==> src/rtl/uart_tx_arbiter_pkg.sv <==
// Shared types and helpers for the UART transmit arbiter.
package uart_tx_arbiter_pkg;

   localparam int UART_DW = 8;

   typedef enum logic [1:0] {
      ST_IDLE  = 2'd0,
      ST_ISSUE = 2'd1,
      ST_START = 2'd2,
      ST_DRAIN = 2'd3
   } state_t;

   // Increment modulo n; n need not be a power of two.
   function automatic int wrap_inc(input int idx, input int n);
      return (idx + 1 >= n) ? 0 : idx + 1;
   endfunction

endpackage

==> src/rtl/uart_tx_arbiter_rr_pick.sv <==
// Combinational round-robin picker: first set request at or above ptr, wrapping.
module uart_tx_arbiter_rr_pick #(
   parameter int N  = 2,
   parameter int IW = $clog2(N)
) (
   input  logic [N-1:0]  req,
   input  logic [IW-1:0] ptr,
   output logic [N-1:0]  pick,
   output logic [IW-1:0] idx
);

   logic [IW-1:0] j;

   // Scan from the farthest offset down so the nearest candidate overwrites last.
   always_comb begin
      pick = '0;
      idx  = '0;
      j    = '0;
      for (int i = N - 1; i >= 0; i--) begin
         j = IW'((int'(ptr) + i) % N);
         if (req[j]) begin
            pick    = '0;
            pick[j] = 1'b1;
            idx     = j;
         end
      end
   end

endmodule

==> src/rtl/uart_tx_arbiter.sv <==
// Round-robin, packet-locked arbiter sharing one UART transmit byte path between
// N_REQ requesters; one tx_start per byte, waits for tx_busy to drain.
module uart_tx_arbiter
   import uart_tx_arbiter_pkg::*;
#(
   parameter int N_REQ   = 2,
   parameter int DW      = UART_DW,
   parameter int LOCK_TO = 1024
) (
   input  logic                clk,
   input  logic                rst,
   input  logic [N_REQ-1:0]    req_valid,
   input  logic [N_REQ*DW-1:0] req_data,
   input  logic [N_REQ-1:0]    req_last,
   output logic [N_REQ-1:0]    req_ready,
   input  logic                cts,
   input  logic                tx_busy,
   output logic                tx_start,
   output logic [DW-1:0]       tx_din,
   output logic [N_REQ-1:0]    grant,
   output logic                lock_drop
);

   localparam int IW = $clog2(N_REQ);
   localparam int TW = $clog2(LOCK_TO);

   state_t           state;
   logic [IW-1:0]    ptr;
   logic [IW-1:0]    owner;
   logic [IW-1:0]    nxt_ptr;
   logic [IW-1:0]    pick_idx;
   logic [N_REQ-1:0] pick_oh;
   logic [TW-1:0]    timer;
   logic             last_q;
   logic             own_valid;
   logic             hs;
   logic [DW-1:0]    own_data;

   uart_tx_arbiter_rr_pick #(.N(N_REQ), .IW(IW)) u_pick (
      .req  (req_valid),
      .ptr  (ptr),
      .pick (pick_oh),
      .idx  (pick_idx)
   );

   assign own_valid = req_valid[owner];
   assign own_data  = req_data[owner*DW +: DW];
   assign hs        = (state == ST_ISSUE) && own_valid && cts && !tx_busy;
   assign nxt_ptr   = IW'(wrap_inc(int'(owner), N_REQ));

   always_comb begin
      req_ready        = '0;
      req_ready[owner] = hs;
   end

   // Timer never passes LOCK_TO-1: reaching it releases the lock, so it saturates by construction.
   always_ff @(posedge clk or negedge rst) begin
      if (!rst) begin
         state     <= ST_IDLE;
         ptr       <= '0;
         owner     <= '0;
         timer     <= '0;
         last_q    <= 1'b0;
         grant     <= '0;
         tx_start  <= 1'b0;
         tx_din    <= '0;
         lock_drop <= 1'b0;
      end else begin
         tx_start  <= 1'b0;
         lock_drop <= 1'b0;
         case (state)
            ST_IDLE: begin
               if (|req_valid) begin
                  grant <= pick_oh;
                  owner <= pick_idx;
                  timer <= '0;
                  state <= ST_ISSUE;
               end
            end
            ST_ISSUE: begin
               if (hs) begin
                  tx_din   <= own_data;
                  tx_start <= 1'b1;
                  last_q   <= req_last[owner];
                  timer    <= '0;
                  state    <= ST_START;
               end else if (own_valid) begin
                  timer <= '0;
               end else if (cts) begin
                  if (timer == TW'(LOCK_TO - 1)) begin
                     lock_drop <= 1'b1;
                     grant     <= '0;
                     ptr       <= nxt_ptr;
                     timer     <= '0;
                     state     <= ST_IDLE;
                  end else begin
                     timer <= timer + 1'b1;
                  end
               end
            end
            ST_START: state <= ST_DRAIN;
            ST_DRAIN: begin
               if (!tx_busy) begin
                  if (last_q) begin
                     grant <= '0;
                     ptr   <= nxt_ptr;
                     state <= ST_IDLE;
                  end else begin
                     state <= ST_ISSUE;
                  end
               end
            end
            default: state <= ST_IDLE;
         endcase
      end
   end

endmodule
==> config.mk <==
export PLATFORM = sky130hd
export DESIGN_NAME = uart_tx_arbiter
export DESIGN_NICKNAME = d
export VERILOG_FILES = /design/src/rtl/uart_tx_arbiter_pkg.sv /design/src/rtl/uart_tx_arbiter_rr_pick.sv /design/src/rtl/uart_tx_arbiter.sv
export SDC_FILE = /design/constraint.sdc
export NUM_CORES = 1
export LEC_CHECK = 0
export CAP_MARGIN = 20
export CELL_PAD_IN_SITES_DETAIL_PLACEMENT = 1
export CELL_PAD_IN_SITES_GLOBAL_PLACEMENT = 2
export CORE_UTILIZATION = 40
export CTS_BUF_LIST = sky130_fd_sc_hd__clkbuf_8
export DETAILED_ROUTE_END_ITERATION = 8
export DONT_BUFFER_PORTS = 1
export PLACE_DENSITY = 0.78
export SYNTH_ARGS = -nofsm -noshare
export SYNTH_HDL_FRONTEND = slang
export SYNTH_HIERARCHICAL = 1
export SYNTH_SLANG_ARGS = --single-unit
==> constraint.sdc <==
create_clock -name clk -period 2.2 [get_ports clk]
set_clock_uncertainty 0.15 [all_clocks]
set_input_delay 0.33 -clock clk [delete_from_list [all_inputs] [get_ports clk]]
set_output_delay 0.33 -clock clk [all_outputs]
set_load 0.05 [all_outputs]
Word-level counts from Yosys, hierarchy flattened

Cells that the tools add are included.

Bits in registers: 27
Bits of input ports: 24
Output and inout bits: 14
Word-level logic and storage cells: 106

Add/sub/neg operators: 3
Magnitude comparators: 7
Eq/ne operators: 15
Shift-type cells: 1
Multiplexer cells: 52
Bitwise logic cells: 1
Reduce and logical (&&, ||, !) cells: 18

Operators by type and width:

| kind                                                                 | number |
|---|---|
| 10-bit 2-to-1 mux                                                    | 5 |
| 1-bit 2-to-1 mux                                                     | 28 |
| 2-bit 2-to-1 mux                                                     | 12 |
| 10-bit one-hot mux with 2 select lines                               | 1 |
| 16-bit by 5-bit variable part select with 8-bit output               | 1 |
| 2-bit != test, second input constant                                 | 6 |
| 10-bit by 1-bit adder with 10-bit output, second input constant      | 1 |
| 10-bit equality test, second input constant                          | 1 |
| 2-bit one-hot mux with 4 select lines                                | 1 |
| 8-bit AND reduction                                                  | 1 |
| 7-bit AND reduction                                                  | 1 |
| 1-bit logical AND                                                    | 6 |
| 1-bit by 2-bit < comparator with 1-bit output, second input constant | 3 |
| 3-bit != test, second input constant                                 | 2 |
| 2-bit one-hot mux with 3 select lines                                | 1 |
| 5-bit AND reduction                                                  | 1 |
| 2-bit equality test, second input constant                           | 2 |
| 4-bit != test, second input constant                                 | 1 |
| 2-bit AND reduction                                                  | 2 |
| 2-bit nonzero test                                                   | 2 |
| 1-bit demux with 1-bit select                                        | 3 |
| 1-bit greater-or-equal comparator, second input constant             | 3 |
| 3-bit by 2-bit != test with 1-bit output, second input constant      | 1 |
| 3-bit AND reduction                                                  | 1 |
| 11 further kinds                                                     | 11 |

Longest topological paths before layout

Word-level depth: 9
Mapped depth: 6

Hierarchy

Netlist, hierarchy kept.

By module, submodules not included:

| module                  | instances | cells an instance | area each (um2) |
|---|---|---|---|
| uart_tx_arbiter         | 1         | 147               | 1,480.2 |
| uart_tx_arbiter_rr_pick | 1         | 4                 | 26.3 |

Worst setup path before layout

Ideal clock, no wire load.

Path type: flip-flop to output port
Start point: register owner
End point: output req_ready[0]
Data arrival time: 1.842 ns
Slack: -0.122 ns
Cell stages (with the launch flop): 6
Path buffers: 2
Cells stage by stage: dfrtp_1 buf_6 mux2i_1 or3_1 buf_2 nor2_1

Word-level cells in the longest chain between the ends: 6

Ends and longest elaborated chain:

| element                                                                                               | RTL line              | text |
|---|---|---|
| from (decl)                                                                                           | uart_tx_arbiter.sv:29 | `logic [IW-1:0] owner;` |
| from (signal assigned)                                                                                | uart_tx_arbiter.sv:75 | `owner <= pick_idx;` |
| parallel branches: the longest is 5 deep, another holds 1-bit by 2-bit < comparator with 1-bit output | n/a                   |  |
| 2-bit bitwise AND (no line) (*)                                                                       | n/a                   |  |
| to (decl)                                                                                             | uart_tx_arbiter.sv:15 | `output logic [N_REQ-1:0] req_ready,` |

Every way passes the cells marked *. The select of a mux whose other input is x is not followed.

Final worst setup path

Start point: register owner
End point: output req_ready[1]

Same word-level chain as after synthesis.

==> metrics.md <==
| Metric | Value |
|---|---|
| Worst slew margin | 0.633 |
| Sequential fraction of the synthesis area | 0.449 |
| Worst setup slack before clock tree synthesis | 0.245 ns |
| Registers with the highest flip-flop counts | timer: 10 flops, tx_din: 8 flops, grant: 2 flops |
| Total power density per cell area | around 1300 mW/mm2 |
| Final routed DRC violation total | 0 |
| Antenna violations before repair | 0 |
| Routability-driven placement congestion ratio | 0.732 |
| Number of optimization iterations in the first detailed-route pass | 4 |
| Endpoint with the worst hold slack | tx_din[6] |
| Setup TNS | 0 ns |
| Total half-perimeter wirelength after legalization and detailed placement | 2.55 mm |
| Worst Path Required | around 1.7 ns |
| Number of synthesized register bits | 27 |
| Count of nets left with antenna violations after detail routing | 0 |
| Final hold violation count | 0 |
| Number of max-slew violations in the final report | 0 |
| Worst EP arrival | between 1.5 and 2 ns |
| Fraction of synthesis flops using an asynchronous set or reset pin | 1.00 |
| # clock sinks | 27 |
| Most frequent cells after synthesis | 27 x dfrtp_1, 18 x nand2_1, 13 x mux2i_1 |
| Via count | 1,157 |
| Most common cell in the synthesized netlist | dfrtp_1 |
| Core area | around 0.0035 mm2 |
| Clock transition at the registers of the reported paths | roughly 0.10 ns |
| Port Buffer Count | 0 |
| Pin count of the biggest net entering global routing | 28 |
| Count of cells along the worst register-to-register path | 5 |
| Number of flip-flops in the largest register | 10 |
| I/O pins | 38 |
| Startpoint type of the worst setup path | register |
| Worst setup slack for register-to-register paths | between 0.2 and 0.3 ns |
| Overall die width | 63.4 um |
| Synthesized cell area | around 0.0015 mm2 |
| Total length of routed wires | around 3.4 mm |
| Run status | finished, final reports clean |
| Die area | around 0.004 mm2 |
| Worst vdd ir | roughly 0.77 mV |
| Top_reg_cell synth | dfrtp_1 |
| Chip height | between 60 and 70 um |
| Clock Path Buffers | 2 |
| Avg Cell Area, Syn | roughly 10 um2 |
| Unrepaired setup endpoints after global routing | true |
| Wire length of the first global-routing pass | about 5.7 mm |
| Clock root cell | clkbuf_8 |
| Gate count after technology mapping | roughly 150 |
| Overall overflow remaining after global route | 0 |
| Number of global-route vias before repair | around 1,200 |
| Max H-tree Level | 1 |
| Placement row count | 21 |
| Register ranked first by flip-flop count | timer |
| Clock buffers created by TritonCTS | 3 |
| Yosys warning total | 6 |
| Number of endpoints failing setup at the final stage | 0 |
| Distinct cell type count of the synthesized netlist | roughly 40 |
| Mapped Nets | around 180 |
| Final worst path period need | between 2 and 2.5 ns |
| WHS Path Cells | 2 |
| Synthesis-to-layout area growth | 10.5% |
| Critical Path Sink Type | output pin |
| Ratio of final minimum period to clock period | 0.991 |
| DRC marker count from the first detailed-route iteration | 33 |
| All-Layer GR Usage | 0.182 |
| Reg-to-reg startpoint | timer[0] |
| Via-per-instance ratio | 5.67 |
| Path category of the worst min-delay check | in2reg |
| Critical hold path startpoint | req_data[6] |
| Maximum clock rate | 0.459 GHz |
| Capture point of the worst reg-to-reg path | timer[4] |
| Post-synthesis cell type with the largest combined area | dfrtp_1 |
| Source-to-sink clock delay at the later pin of the worst-skew pair | around 0.27 ns |
| Yosys top cell area share | 0.449 |
| Setup ws final | 0.0200 ns |
| Initial Utilization | 0.434 |
| Cell types occupying the most area after synthesis | dfrtp_1 45%, mux2i_1 8.6%, nand2_1 4.5%, o21ai_1 3.3%, a22o_1 2.9% |
| Critical Path Fanout Max | 5 |
| TritonCTS clock tree | built |
| EDFF count, synth | 0 |
| WS Path Type | reg2out |
| Worst slack on hold paths | about 0.09 ns |
| Max_cap viols | 0 |
| Count of buffers added by post-CTS timing repair for setup | 0 |
| Tot Pwr | 2.10 mW |
| Worst Max-Slew Pin Slew | 0.543 ns |
| Diodes inserted | 0 |
| Share of post-route cells with drive strength above 1 | 0.146 |
| Net count reported at finish | roughly 180 |
| Wire per inst | approximately 17 um |
| Leakage power of the design | between 0.7 and 0.8 nW |
| Post-Route Utilization | 0.480 |
==> placed cells by master (no fill, tap or decap), drive strengths merged <==
cell type,n
nor4b,1
nor2b,5
a21o,1
buf,10
nor3,4
clkbuf,3
a21boi,2
dfrtp,27
mux2,3
a31oi,2
o21a,1
nand4,2
nor2,9
clkinv,1
nor4bb,1
o21ai,14
nand3,3
nand3b,2
mux2i,13
nand2,18
a22o,5
o22ai,3
or3,3
nor4,2
inv,4
and3,5
o31ai,4
nand2b,3
dlygate4sd3,1
o2bb2ai,3
ha,1
o211ai,1
nor3b,1
==> layer usage <==
layer | global-route usage | wire length [um] | vias to the layer above
li1 | - | - | 560
met1 | 0.213 | 1470 | 567
met2 | 0.328 | 1780 | 26
met3 | 0.0308 | 119 | 4
met5 | 0 | 0 | -
met4 | 0.0682 | 36 | 0
==> where the power goes <==
| group | leakage (nW) | internal [mW] | switching, mW |
|---|---|---|---|
| clock | 0.0255 | 0.127 | 0.164 |
| sequential | 0.350 | 0.632 | 0.416 |
| combinational | 0.374 | 0.344 | 0.418 |
| total | 0.749 | 1.10 | 0.999 |
==> layout make-up <==
| class | count | area [um2] |
|---|---|---|
| clock buffer | 3 | 41.3 |
| clock inverter | 1 | 5.00 |
| fill | 410 | 1800 |
| inverter | 4 | 15.0 |
| multi-input combinational | 112 | 763 |
| sequential | 27 | 677 |
| tap | 46 | 57.6 |
| timing repair buffer | 11 | 105 |
==> metrics by stage <==
step / std cells / cell area [um2]
floorplan: 151 / 1510
global placement: 198 / 1580
detailed placement: 198 / 1580
CTS: 204 / 1660
global route: 204 / 1660
finish: 204 / 1660
==> timing repair <==
item                                    in CTS  in global routing
hold buffers                                 2                  0
gates resized for setup                      1                  2
endpoints found under the setup margin       2                  2
endpoints found under the hold margin       27                  0
==> worst max path at each step <==
stage | startpoint | end | slack, ns | cells after the start
2_1_floorplan | owner | req_ready[0] | -0.12 | 5
3_3_place_gp | timer[0] | timer[4] | 0.35 | 5
3_5_place_dp | owner | timer[4] | 0.25 | 5
4_1_cts | owner | req_ready[0] | 0.008 | 4
5_1_grt | owner | req_ready[0] | -0.03 | 4
6_report | owner | req_ready[1] | 0.02 | 4
==> worst max-delay path: stages (launching register included) <==
cell and delay [ns]:
dfrtp_2 0.47, mux2i_1 0.17, or3_1 0.44, nor2_1 0.17, buf_6 0.18
==> kinds of logic (layout without fill, tap and decap cells) <==
group                    count (synthesis)  in the layout  synth area share
buffers and inverters                   12             19            0.0448
adder cells (fa/ha/maj)                  1              1           0.00830
AO/OA/AOI/OAI                           36             36             0.159
multiplexers                            16             16             0.111
AND/OR/NAND/NOR                         59             59             0.228
flip-flops                              27             27             0.449
Power figures use the tool's default switching activity.
